### src/rtl/ps2_scancode_decoder_pkg.sv
// Shared definitions for the PS/2 Set-2 scancode decoder: FSM state type,
// protocol byte constants and the controller-response classifier.
package ps2_pkg;

   typedef enum logic [2:0] {
      IDLE,
      GOT_E0,
      GOT_F0,
      GOT_E0F0,
      SKIP_PAUSE
   } ps2_state_e;

   localparam logic [7:0] PS2_EXT        = 8'hE0;
   localparam logic [7:0] PS2_BRK        = 8'hF0;
   localparam logic [7:0] PS2_PAUSE      = 8'hE1;
   localparam logic [7:0] PS2_FAKE_SHIFT = 8'h12;
   localparam logic [7:0] PS2_PAUSE_CODE = 8'h77;

   localparam logic [7:0] PS2_RSP_ERR0   = 8'h00;
   localparam logic [7:0] PS2_RSP_BAT_OK = 8'hAA;
   localparam logic [7:0] PS2_RSP_ACK    = 8'hFA;
   localparam logic [7:0] PS2_RSP_ECHO   = 8'hEE;
   localparam logic [7:0] PS2_RSP_BAT_NG = 8'hFC;
   localparam logic [7:0] PS2_RSP_RESEND = 8'hFE;
   localparam logic [7:0] PS2_RSP_ERR1   = 8'hFF;

   // Pause sends E1 followed by seven more bytes that carry no key information.
   localparam logic [2:0] PAUSE_SKIP_LEN = 3'd7;

   // Bytes the keyboard sends as command responses rather than scancodes.
   function automatic logic is_response(input logic [7:0] b);
      return (b == PS2_RSP_ERR0)   || (b == PS2_RSP_BAT_OK) ||
             (b == PS2_RSP_ACK)    || (b == PS2_RSP_ECHO)   ||
             (b == PS2_RSP_BAT_NG) || (b == PS2_RSP_RESEND) ||
             (b == PS2_RSP_ERR1);
   endfunction

endpackage

### src/rtl/ps2_scancode_decoder_if.sv
// Byte stream in from PS2_Controller and decoded key events out.
// The decoder uses the slave modport; the byte source uses master.
interface ps2_scancode_decoder_if;
   logic [7:0] received_data;
   logic       received_data_en;
   logic       key_event;
   logic [7:0] key_code;
   logic       key_extended;
   logic       key_released;
   logic [3:0] key_held;
   logic       seq_error;

   modport master (
      output received_data, received_data_en,
      input  key_event, key_code, key_extended, key_released, key_held, seq_error
   );

   modport slave (
      input  received_data, received_data_en,
      output key_event, key_code, key_extended, key_released, key_held, seq_error
   );
endinterface

### src/rtl/ps2_scancode_decoder_seq_timeout.sv
// Inter-byte timeout for multi-byte PS/2 sequences. The count restarts on
// clear, advances while enabled and raises expire on the last allowed cycle;
// a clear on that same cycle suppresses expire so a late byte still counts.
module ps2_seq_timeout #(
   parameter int unsigned TIMEOUT_CYCLES = 100000
) (
   input  logic clk,
   input  logic rst,
   input  logic clear,
   input  logic enable,
   output logic expire
);

   localparam int unsigned CNT_W = (TIMEOUT_CYCLES > 1) ? $clog2(TIMEOUT_CYCLES) : 1;
   localparam logic [CNT_W-1:0] CNT_LAST = CNT_W'(TIMEOUT_CYCLES - 1);

   logic [CNT_W-1:0] cnt_q, cnt_d;

   // Next count and expiry detect.
   always_comb begin
      cnt_d  = '0;
      expire = 1'b0;
      if (clear) begin
         cnt_d = '0;
      end else if (enable) begin
         if (cnt_q == CNT_LAST) begin
            cnt_d  = cnt_q;
            expire = 1'b1;
         end else begin
            cnt_d = cnt_q + 1'b1;
         end
      end
   end

   // Count register.
   always_ff @(posedge clk or posedge rst) begin
      if (rst) cnt_q <= '0;
      else     cnt_q <= cnt_d;
   end

endmodule

### src/rtl/ps2_scancode_decoder.sv
// PS/2 Set-2 scancode decoder: folds E0/F0/E1 sequences into single key
// events and tracks held state for four configurable keys.
// Optional macro PS2_TYPEMATIC_FILTER_EN suppresses repeated identical makes.
module ps2_scancode_decoder
   import ps2_pkg::*;
#(
   parameter int unsigned TIMEOUT_CYCLES = 100000,
   parameter logic [7:0]  TRACK0_CODE    = 8'h29,
   parameter logic [7:0]  TRACK1_CODE    = 8'h5A,
   parameter logic [7:0]  TRACK2_CODE    = 8'h1C,
   parameter logic [7:0]  TRACK3_CODE    = 8'h1B
) (
   input  logic                   CLOCK_50,
   input  logic                   reset,
   ps2_scancode_decoder_if.slave  bus
);

   localparam logic [7:0] TRACK_CODES [4] = '{TRACK0_CODE, TRACK1_CODE, TRACK2_CODE, TRACK3_CODE};

   ps2_state_e state_q, state_d;
   logic [2:0] skip_q, skip_d;

   logic       ev_fire;
   logic [7:0] ev_code;
   logic       ev_ext;
   logic       ev_rel;
   logic       err;
   logic       emit;
   logic       expire;

   logic       key_event_q, key_event_d;
   logic [7:0] key_code_q, key_code_d;
   logic       key_extended_q, key_extended_d;
   logic       key_released_q, key_released_d;
   logic [3:0] key_held_q, key_held_d;
   logic       seq_error_q, seq_error_d;

   ps2_seq_timeout #(
      .TIMEOUT_CYCLES (TIMEOUT_CYCLES)
   ) u_timeout (
      .clk    (CLOCK_50),
      .rst    (reset),
      .clear  (bus.received_data_en),
      .enable (state_q != IDLE),
      .expire (expire)
   );

   // Sequence FSM: next state and the decoded event for this byte.
   always_comb begin
      state_d = state_q;
      skip_d  = skip_q;
      ev_fire = 1'b0;
      ev_code = bus.received_data;
      ev_ext  = 1'b0;
      ev_rel  = 1'b0;
      err     = 1'b0;
      if (bus.received_data_en) begin
         unique case (state_q)
            IDLE: begin
               if (bus.received_data == PS2_EXT) begin
                  state_d = GOT_E0;
               end else if (bus.received_data == PS2_BRK) begin
                  state_d = GOT_F0;
               end else if (bus.received_data == PS2_PAUSE) begin
                  state_d = SKIP_PAUSE;
                  skip_d  = PAUSE_SKIP_LEN;
               end else if (!is_response(bus.received_data)) begin
                  ev_fire = 1'b1;
               end
            end
            GOT_E0: begin
               if (bus.received_data == PS2_BRK) begin
                  state_d = GOT_E0F0;
               end else if (bus.received_data == PS2_EXT) begin
                  state_d = GOT_E0;
               end else if (bus.received_data == PS2_FAKE_SHIFT) begin
                  state_d = IDLE;
               end else begin
                  ev_fire = 1'b1;
                  ev_ext  = 1'b1;
                  state_d = IDLE;
               end
            end
            GOT_F0: begin
               state_d = IDLE;
               if (bus.received_data == PS2_EXT || bus.received_data == PS2_BRK) begin
                  err = 1'b1;
               end else begin
                  ev_fire = 1'b1;
                  ev_rel  = 1'b1;
               end
            end
            GOT_E0F0: begin
               state_d = IDLE;
               if (bus.received_data != PS2_FAKE_SHIFT) begin
                  ev_fire = 1'b1;
                  ev_ext  = 1'b1;
                  ev_rel  = 1'b1;
               end
            end
            SKIP_PAUSE: begin
               skip_d = skip_q - 3'd1;
               if (skip_q == 3'd1) begin
                  ev_fire = 1'b1;
                  ev_code = PS2_PAUSE_CODE;
                  ev_ext  = 1'b1;
                  state_d = IDLE;
               end
            end
            default: state_d = IDLE;
         endcase
      end else if (expire) begin
         err     = 1'b1;
         state_d = IDLE;
      end
   end

   // FSM state and pause skip counter.
   always_ff @(posedge CLOCK_50 or posedge reset) begin
      if (reset) begin
         state_q <= IDLE;
         skip_q  <= '0;
      end else begin
         state_q <= state_d;
         skip_q  <= skip_d;
      end
   end

`ifdef PS2_TYPEMATIC_FILTER_EN
   logic [7:0] last_code_q, last_code_d;
   logic       last_ext_q, last_ext_d;
   logic       last_valid_q, last_valid_d;
   logic       same_as_last;

   // Auto-repeat filter: drop a make identical to the last remembered make.
   always_comb begin
      last_code_d  = last_code_q;
      last_ext_d   = last_ext_q;
      last_valid_d = last_valid_q;
      emit         = ev_fire;
      same_as_last = last_valid_q && (last_code_q == ev_code) && (last_ext_q == ev_ext);
      if (ev_fire) begin
         if (!ev_rel) begin
            if (same_as_last) begin
               emit = 1'b0;
            end else begin
               last_code_d  = ev_code;
               last_ext_d   = ev_ext;
               last_valid_d = 1'b1;
            end
         end else if (same_as_last) begin
            last_valid_d = 1'b0;
         end
      end
   end

   // Last-make memory.
   always_ff @(posedge CLOCK_50 or posedge reset) begin
      if (reset) begin
         last_code_q  <= '0;
         last_ext_q   <= 1'b0;
         last_valid_q <= 1'b0;
      end else begin
         last_code_q  <= last_code_d;
         last_ext_q   <= last_ext_d;
         last_valid_q <= last_valid_d;
      end
   end
`else
   // Every decoded event is presented.
   always_comb begin
      emit = ev_fire;
   end
`endif

   // Output next-values: event fields hold between events, held flags follow
   // non-extended make/break of the tracked codes even when a make is filtered.
   always_comb begin
      key_event_d    = emit;
      key_code_d     = key_code_q;
      key_extended_d = key_extended_q;
      key_released_d = key_released_q;
      key_held_d     = key_held_q;
      seq_error_d    = err;
      if (emit) begin
         key_code_d     = ev_code;
         key_extended_d = ev_ext;
         key_released_d = ev_rel;
      end
      if (ev_fire && !ev_ext) begin
         for (int unsigned i = 0; i < 4; i++) begin
            if (ev_code == TRACK_CODES[i]) key_held_d[i] = !ev_rel;
         end
      end
   end

   // Output registers.
   always_ff @(posedge CLOCK_50 or posedge reset) begin
      if (reset) begin
         key_event_q    <= 1'b0;
         key_code_q     <= '0;
         key_extended_q <= 1'b0;
         key_released_q <= 1'b0;
         key_held_q     <= '0;
         seq_error_q    <= 1'b0;
      end else begin
         key_event_q    <= key_event_d;
         key_code_q     <= key_code_d;
         key_extended_q <= key_extended_d;
         key_released_q <= key_released_d;
         key_held_q     <= key_held_d;
         seq_error_q    <= seq_error_d;
      end
   end

   assign bus.key_event    = key_event_q;
   assign bus.key_code     = key_code_q;
   assign bus.key_extended = key_extended_q;
   assign bus.key_released = key_released_q;
   assign bus.key_held     = key_held_q;
   assign bus.seq_error    = seq_error_q;

endmodule
### src/flat_wrapper.sv
// flat-port wrapper written by rule: the top's interface ports become plain ports
module ps2_scancode_decoder_flat import ps2_pkg::*;
#(
   parameter int unsigned TIMEOUT_CYCLES = 100000,
   parameter logic [7:0]  TRACK0_CODE    = 8'h29,
   parameter logic [7:0]  TRACK1_CODE    = 8'h5A,
   parameter logic [7:0]  TRACK2_CODE    = 8'h1C,
   parameter logic [7:0]  TRACK3_CODE    = 8'h1B
)
  (CLOCK_50, reset, bus_received_data, bus_received_data_en, bus_key_event, bus_key_code, bus_key_extended, bus_key_released, bus_key_held, bus_seq_error);
  ps2_scancode_decoder_if bus_i ();
  input  logic CLOCK_50;
  input  logic reset;
  input wire logic [$bits(bus_i.received_data)-1:0] bus_received_data;
  input wire logic [$bits(bus_i.received_data_en)-1:0] bus_received_data_en;
  output wire logic [$bits(bus_i.key_event)-1:0] bus_key_event;
  output wire logic [$bits(bus_i.key_code)-1:0] bus_key_code;
  output wire logic [$bits(bus_i.key_extended)-1:0] bus_key_extended;
  output wire logic [$bits(bus_i.key_released)-1:0] bus_key_released;
  output wire logic [$bits(bus_i.key_held)-1:0] bus_key_held;
  output wire logic [$bits(bus_i.seq_error)-1:0] bus_seq_error;
  assign bus_i.received_data = bus_received_data;
  assign bus_i.received_data_en = bus_received_data_en;
  assign bus_key_event = bus_i.key_event;
  assign bus_key_code = bus_i.key_code;
  assign bus_key_extended = bus_i.key_extended;
  assign bus_key_released = bus_i.key_released;
  assign bus_key_held = bus_i.key_held;
  assign bus_seq_error = bus_i.seq_error;
  ps2_scancode_decoder #(.TIMEOUT_CYCLES(TIMEOUT_CYCLES), .TRACK0_CODE(TRACK0_CODE), .TRACK1_CODE(TRACK1_CODE), .TRACK2_CODE(TRACK2_CODE), .TRACK3_CODE(TRACK3_CODE)) u_core (.CLOCK_50(CLOCK_50), .reset(reset), .bus(bus_i));
endmodule
### config.mk
export PLATFORM = sky130hd
export DESIGN_NAME = ps2_scancode_decoder_flat
export DESIGN_NICKNAME = d
export VERILOG_FILES = /design/src/rtl/ps2_scancode_decoder_pkg.sv /design/src/rtl/ps2_scancode_decoder_if.sv /design/src/rtl/ps2_scancode_decoder_seq_timeout.sv /design/src/rtl/ps2_scancode_decoder.sv /design/src/flat_wrapper.sv
export SDC_FILE = /design/constraint.sdc
export NUM_CORES = 1
export LEC_CHECK = 0
export ABC_AREA = 1
export BUFFER_PORTS_ARGS = -buffer_cell sky130_fd_sc_hd__buf_2
export CORE_ASPECT_RATIO = 1.25
export CORE_MARGIN = 1.5
export CORE_UTILIZATION = 54
export CTS_CLUSTER_SIZE = 16
export DETAILED_ROUTE_END_ITERATION = 6
export PLACE_DENSITY_LB_ADDON = 0.25
export SETUP_SLACK_MARGIN = 0.2
export SLEW_MARGIN = 20
export SYNTH_ARGS = -nofsm -noshare
export SYNTH_HDL_FRONTEND = slang
export SYNTH_SLANG_ARGS = --single-unit
### constraint.sdc
create_clock -name CLOCK_50 -period 3.6 [get_ports CLOCK_50]
set_input_delay 0.54 -clock CLOCK_50 [delete_from_list [all_inputs] [get_ports CLOCK_50]]
set_output_delay 0.54 -clock CLOCK_50 [all_outputs]
set_load 0.02 [all_outputs]
==> results of run 1 <==
## power by group
| group | switching, mW | leakage [nW] | total, mW | internal [mW] |
|---|---|---|---|---|
| Sequential | 0.0545 | 0.519 | 0.567 | 0.512 |
| Clock | 0.165 | 0.0654 | 0.442 | 0.277 |
| Combinational | 0.261 | 0.696 | 0.388 | 0.127 |
| Total | 0.480 | 1.28 | 1.40 | 0.916 |
## layout make-up
| class | instances | area (um2) |
|---|---|---|
| sequential | 39 | 975.9 |
| inverter | 43 | 163.9 |
| tap | 56 | 70.07 |
| clock inverter | 2 | 60.06 |
| timing repair buffer | 27 | 137.6 |
| multi-input combinational | 233 | 1167 |
| fill | 366 | 1484 |
| clock buffer | 6 | 72.57 |
## path summary, 6_finish.rpt
kind | start | endpoint | slack (ps) | cells past startpoint
max | u_core.u_timeout.cnt_q[0] | u_core.u_timeout.cnt_q[2] | 1700 | 8
min | reset | u_core.bus.key_released | 320 | 2
max reg2reg | u_core.u_timeout.cnt_q[0] | u_core.u_timeout.cnt_q[2] | 1700 | 8
min reg2reg | u_core.bus.key_code[4] | u_core.bus.key_code[4] | 480 | 2
max in group asynchronous | reset | u_core.u_timeout.cnt_q[0] | 2630 | 3
min in group CLOCK_50 | u_core.bus.key_code[4] | u_core.bus.key_code[4] | 480 | 2
## cell families after synthesis
kind of cell	share of synthesized area
simple gates	0.3800
buf+inv	0.08199
flops	0.4180
compound gates	0.08521
xor+xnor	0.01876
fa+ha+maj	0.01608
## worst max-delay path: stages, from the launching register on
cell and delay [ps]:
sky130_fd_sc_hd__dfrtp_1 420, sky130_fd_sc_hd__ha_1 220, sky130_fd_sc_hd__nand2_1 80, sky130_fd_sc_hd__inv_1 50, sky130_fd_sc_hd__nand2_1 90, sky130_fd_sc_hd__nor2_1 70, sky130_fd_sc_hd__nand4_1 110, sky130_fd_sc_hd__nand3_1 390
sky130_fd_sc_hd__o31ai_1 380
## routing by layer
metal	wire, um	share of wire	GRT usage	up-vias
met1	2413	0.48	0.3399	1005
met2	2416	0.48	0.3674	28
met3	124	0.025	0.05093	4
met5	0	0	0	-
met4	48	0.0096	0.06383	0
li1	-	-	-	1108
## flip-flops by register name (all words and copies together), names as in the netlist
name / count
u_core.bus.key_extended: 1
u_core.bus.key_released: 1
u_core.state_q: 3
u_core.u_timeout.cnt_q: 17
u_core.bus.key_code: 8
u_core.bus.seq_error: 1
u_core.skip_q: 3
u_core.bus.key_held: 4
u_core.bus.key_event: 1
## layout by cell type, fill, tap and decap left out, drive strengths merged
cell type / synthesis / routed
a21boi: 1 / 1
a21oi: 7 / 7
a31oi: 2 / 2
buf: 2 / 27
bufinv: 0 / 2
clkbuf: 3 / 6
clkinv: 0 / 1
dfrtp: 39 / 39
ha: 3 / 3
inv: 43 / 42
nand2: 88 / 88
nand3: 23 / 23
nand3b: 1 / 1
nand4: 16 / 16
nor2: 39 / 39
nor3: 15 / 15
nor3b: 2 / 2
nor4: 4 / 4
o211ai: 1 / 1
o21a: 1 / 1
o21ai: 21 / 21
o22ai: 2 / 2
o31ai: 1 / 1
or2: 1 / 1
xnor2: 1 / 1
xor2: 4 / 4
==> flow_metrics.tcl, run 1 <==
set metrics [dict create \
    result_of_the_run "completed" \
    total_routing_usage_reported_by_global_routing 0.2397 \
    routed_wirelength_mm 5.003 \
    synth_edf_count 0 \
    antenna_found_initial 0 \
    starting_density_of_the_core 0.5651 \
    layout.nets 363 \
    via_count_of_the_first_global_routing_pass 1942 \
    worst-slew-pin-transition_ps 913.1 \
    portBuffers 26 \
    fin_hold_ws_ps 320.4 \
    top_cell_type_by_total_area_after_synthesis "sky130_fd_sc_hd__dfrtp_1" \
    final_antenna_net_count 0 \
    detailroute.via_count 2145 \
    cts_root_buffer "sky130_fd_sc_hd__clkbuf_8" \
    syn_area_per_cell_um2 7.296 \
    drive_above_1_share 0.1543 \
    worst-endpoint-arrival_ps 2090 \
    syn_to_final_growth_pct 13.40 \
    grt_setup_unrepaired "false" \
    fin_worst_setup_slack_ps 1702 \
    pin_count_of_the_biggest_net_entering_global_routing 26 \
    finalCritPeriodShare 0.5272 \
    synth_cells 320 \
    dieHeight_um 76.52 \
    cts.clk_slew.worst_paths_ps 80 \
    worst_skew_pair.late_latency_ps 300 \
    p_leak_nw 1.280 \
    num_rows 26 \
    timing.slew.headroom 0.3875 \
    ctsHtreeMaxLevel 2 \
    setup_tns_ps 0 \
    cts.repair.resized 0 \
    synthesis.nets 334 \
    timing.fmax_ghz 0.5269 \
    grt_overflow 0 \
    dr.first_iter.drc_count 115 \
    startpoint_type "register" \
    gpl.final_weighted_congestion 0.9322 \
    drt-wirelength-per-cell_um 12.32 \
    cts.path.max_buffers 2 \
    synthMostInstantiatedCell "sky130_fd_sc_hd__nand2_1" \
    yosysWarningCount 0 \
    cts_inserted_buffers 5 \
    placement.cell_area_um2 2515 \
    route.detailed.drc 0 \
    placement.setup.worst_slack_ps 1512 \
    hold_buffers 0 \
    final_cells 406 \
    detailedPlacementHpwl_mm 3.759 \
    timing_max_transition_violations_final 0 \
    clock-skew-final_ps 7.697 \
    async_flop_share 1.000 \
    synth_top_cell_area_share 0.4180 \
    num_io_pins 27 \
    width_of_the_die_um 61.81 \
    antennaDiodeCount 0 \
    floorplan.die_area_um2 4729 \
    path_class "reg -> reg" \
    maxCapViolCount 0 \
    cts_tree "yes" \
    ys_seq_elements 39 \
    dp.cells 398 \
    cts_sinks 39 \
    synth-seq-area-share 0.4180 \
    timing_hold_violations_final 0 \
    layout_min_cycle_time_ps 1898 \
    fp.coreArea_um2 4131 \
    area_contributors_post_synth "sky130_fd_sc_hd__dfrtp_1 42%, sky130_fd_sc_hd__nand2_1 14%, sky130_fd_sc_hd__inv_1 5.9%, sky130_fd_sc_hd__nor2_1 5.0%, sky130_fd_sc_hd__nand3_1 4.9%" \
    mappedNetlistArea_um2 2335 \
    total_power_mw 1.396 \
    cp_capture_type "register" \
    ys_types 34 \
    post_cts_buffers 0 \
    post_drt_via_cell_ratio 5.283 \
    max-vdd-ir-drop_uv 347.9 \
    synth_top_cells_by_count "85 x sky130_fd_sc_hd__nand2_1, 39 x sky130_fd_sc_hd__dfrtp_1, 37 x sky130_fd_sc_hd__inv_1, 31 x sky130_fd_sc_hd__nor2_1, 23 x sky130_fd_sc_hd__nand3_1" \
    grt_first_pass_wirelength_mm 8.783 \
    final_util 0.6408 \
    final_std_cell_area_no_fill_um2 2648 \
    post_synth_top_flop "sky130_fd_sc_hd__dfrtp_1" \
    power_density_nw_per_um2 527.3 \
    cp.required_ps 3790 \
    crit_path_max_fanout 14 \
    setup_viol 0 \
    detailedRoute.firstPassIterationCount 4 \
    min-delay-path-class "in -> async" \
]
Power figures use the tool's default switching activity.
==> inputs of run 2 (changes only) <==
- ABC_AREA: 1 -> 0
- CORE_UTILIZATION: 54 -> 52
- clock period: 3.6 -> 1.7 ns (I/O delays scaled with it)
==> flow_metrics.tcl, run 2 <==
set metrics [dict create \
    power_switching_mw 0.5517 \
    synth_cells 221 \
    detailedRoute.firstPassIterationCount 4 \
    gpl.final_weighted_congestion 0.8880 \
    syn_area_per_cell_um2 9.976 \
    compound_gate_fraction_of_synth_area 0.1152 \
    dr.first_iter.drc_count 130 \
    placement.setup.worst_slack_ps -467.1 \
    grt_first_pass_wirelength_mm 8.169 \
    async_flop_share 1.000 \
    yosysWarningCount 0 \
    dp.cells 339 \
    starting_density_of_the_core 0.5422 \
    ctsHtreeMaxLevel 2 \
    timing.slew.headroom 0.6702 \
    registers.top_by_ff_count "u_core.u_timeout.cnt_q" \
    finalCritPeriodShare 1.086 \
    final_std_cell_area_no_fill_um2 3094 \
    layout_min_cycle_time_ps 1846 \
    number_of_flip_flops_in_the_largest_register 17 \
    path_class "reg -> reg" \
    dieHeight_um 75.80 \
    synth_area_in_simple_gates 0.2435 \
    layout.nets 310 \
    p_comb_frac 0.168 \
    num_io_pins 27 \
    cts_root_buffer "sky130_fd_sc_hd__clkbuf_8" \
    netSwitchingFraction 0.2396 \
    fraction_of_the_mapped_netlist_area_in_adder_cells 0.01703 \
    final_common_cell "sky130_fd_sc_hd__buf_4" \
    via_count_of_the_first_global_routing_pass 1776 \
    mappedNetlistArea_um2 2205 \
    syn_to_final_growth_pct 40.35 \
    synthMostInstantiatedCell "sky130_fd_sc_hd__dfrtp_1" \
    top_cell_type_by_total_area_after_synthesis "sky130_fd_sc_hd__dfrtp_1" \
    power_density_nw_per_um2 744.2 \
    maxCapViolCount 0 \
    timing_max_transition_violations_final 0 \
    ys_types 44 \
    worst_r2r_endpoint "u_core.bus.key_held[2]" \
    synth.mux.area_fraction 0.07946 \
    detailedPlacementHpwl_mm 3.439 \
    n_fill_cell 278 \
    grt_overflow 0 \
    synthesis.nets 235 \
    synth-seq-area-share 0.4427 \
    fin_worst_setup_slack_ps -146.4 \
    r2r_start "u_core.state_q[1]" \
    timing.fmax_ghz 0.5416 \
    drt-wirelength-per-cell_um 14.60 \
    route.detailed.drc 0 \
    cp.required_ps 1880 \
    worstRegToRegCells 6 \
    detailroute.via_count 1908 \
    setup.reg_to_reg.worst_slack_ps -150 \
    portBuffers 26 \
    timing_hold_violations_final 0 \
    worst_skew_pair.late_latency_ps 300 \
    p_leak_nw 1.418 \
    antenna_found_initial 0 \
    result_of_the_run "finished with violations" \
    grt_setup_unrepaired "true" \
    pwr-share-clk 0.394 \
    post_synth_top_flop "sky130_fd_sc_hd__dfrtp_1" \
    clock-skew-final_ps 4.977 \
    synth_top_cell_area_share 0.4427 \
    post_drt_via_cell_ratio 5.405 \
    drive_above_1_share 0.4377 \
    seq_power_share 0.438 \
    antennaDiodeCount 0 \
    routed_wirelength_mm 5.154 \
    pin_count_of_the_biggest_net_entering_global_routing 40 \
    cts_tree "yes" \
    num_rows 26 \
    floorplan.die_area_um2 4642 \
    cts_inserted_buffers 5 \
    worst-endpoint-arrival_ps 2030 \
    width_of_the_die_um 61.24 \
    max-vdd-ir-drop_uv 537.0 \
    synth_top_cells_by_count "39 x sky130_fd_sc_hd__dfrtp_1, 24 x sky130_fd_sc_hd__nor2_1, 16 x sky130_fd_sc_hd__nand2_1, 15 x sky130_fd_sc_hd__o21ai_0, 13 x sky130_fd_sc_hd__nand3_1" \
    synth_edf_count 0 \
    final_util 0.7609 \
    ys_seq_elements 39 \
    main_combinational_cell_family_by_area_after_synthesis "simple AND/OR/NAND/NOR gates" \
    fin_hold_ws_ps 59.05 \
    placement.cell_area_um2 2739 \
    cts_sinks 39 \
    area_contributors_post_synth "sky130_fd_sc_hd__dfrtp_1 44%, sky130_fd_sc_hd__xor2_1 4.4%, sky130_fd_sc_hd__mux2_4 4.1%, sky130_fd_sc_hd__nor2_1 4.1%, sky130_fd_sc_hd__o21ai_0 3.4%" \
    fp.coreArea_um2 4066 \
    crit_path_max_fanout 7 \
    synth_xor_xnor_area_share 0.05959 \
    startpoint_type "register" \
    setup_viol 32 \
    min-delay-path-class "in -> async" \
    cp_capture_type "register" \
    cts.path.max_buffers 2 \
    cts.clk_slew.worst_paths_ps 70 \
    worst-slew-pin-transition_ps 494.7 \
    power.internal_mw 1.751 \
    total_routing_usage_reported_by_global_routing 0.2399 \
    failed_checks "setup timing" \
    final_cells 353 \
    layout.cells.most_common_list "42 x sky130_fd_sc_hd__buf_4, 37 x sky130_fd_sc_hd__dfrtp_1, 24 x sky130_fd_sc_hd__buf_2, 19 x sky130_fd_sc_hd__nor2_1, 15 x sky130_fd_sc_hd__nand2_1" \
    final_antenna_net_count 0 \
]
==> run 2: changes by cell type in the layout (fill, tap and decap cells not counted), sizes merged, moves of 9 or more <==
cell | before | now
nand2 | 88 | 16
buf | 27 | 77
inv | 42 | 11
nor2 | 39 | 24
mux2 | 0 | 10
nand3 | 23 | 13
nand4 | 16 | 7
==> run 2: per-layer routing <==
metal  global-route usage  share of wire  vias up
met2               0.3972           0.51       43
met1               0.3020           0.43      924
met3              0.05263          0.033       12
li1                     -              -      929
met4              0.09420          0.019        0
met5                    0              0        -
==> run 2: worst max-delay path, cell delays in order, from the launching register on <==
cell                       delay [ps]
sky130_fd_sc_hd__dfrtp_2          430
sky130_fd_sc_hd__buf_6            150
sky130_fd_sc_hd__o311ai_4         280
sky130_fd_sc_hd__and4bb_2         300
sky130_fd_sc_hd__nand4_1          110
sky130_fd_sc_hd__nor2_2           140
sky130_fd_sc_hd__mux2_1           320
==> run 2: what timing repair did <==
| item | 4_1_cts | 5_1_grt |
|---|---|---|
| cloned | 1 | 0 |
| resized for setup | 29 | 12 |
| endpoints found under the setup margin | 36 | 39 |
| pin swaps | 14 | 6 |
| setup buffers | 4 | 1 |
| hold buffers | 0 | 0 |
==> run 2: kinds of logic (layout without fill, tap and decap cells) <==
kind of cell / count (synthesis) / in the layout
AO/OA/AOI/OAI: 31 / 31
XOR/XNOR: 15 / 15
adder cells (fa/ha/maj): 3 / 3
buffers and inverters: 21 / 96
flip-flops: 39 / 39
multiplexers: 14 / 14
AND/OR/NAND/NOR: 98 / 99
==> run 2: layout make-up <==
| cell class | count | area [um2] | share of cell area |
|---|---|---|---|
| Multi-Input combinational cell | 162 | 1304 | 0.4214 |
| Sequential cell | 39 | 978.4 | 0.3162 |
| Timing Repair Buffer | 77 | 568.0 | 0.1836 |
| Clock buffer | 6 | 72.57 | 0.02345 |
| Tap cell | 56 | 70.07 | 0.02264 |
| Clock inverter | 2 | 60.06 | 0.01941 |
| Inverter | 11 | 41.29 | 0.01334 |
==> run 2: worst max-delay path by stage <==
stage                     slack, ps  cells after the start                      to                 start
final                          -150                      6  u_core.bus.key_held[2]     u_core.state_q[1]
after global placement         -420                      7  u_core.bus.key_held[3]  bus_received_data[0]
after global routing           -240                      7  u_core.bus.key_held[2]     u_core.state_q[0]
after detailed placement       -470                      7  u_core.bus.key_held[3]  bus_received_data[0]
after floorplan                -290                      7  u_core.bus.key_held[3]  bus_received_data[2]
after CTS                      -150                      7  u_core.bus.key_held[1]     u_core.state_q[2]
==> run 2: metrics by stage <==
stage	setup TNS, ps	total power [mW]
finish	-3121	2.303
global route	-5617	2.408
CTS	-2524	2.318
detailed placement	-7935	1.384
global placement	-6840	1.376
floorplan	-2187	1.238
==> run 2: power by group through the flow <==
stage / clock (mW) / combinational (mW) / sequential, mW
2_1_floorplan: 0 / 0.176 / 1.06
3_3_place_gp: 0 / 0.355 / 1.02
3_5_place_dp: 0 / 0.364 / 1.02
4_1_cts: 0.934 / 0.380 / 1.00
5_1_grt: 0.965 / 0.429 / 1.01
6_report: 0.906 / 0.388 / 1.01
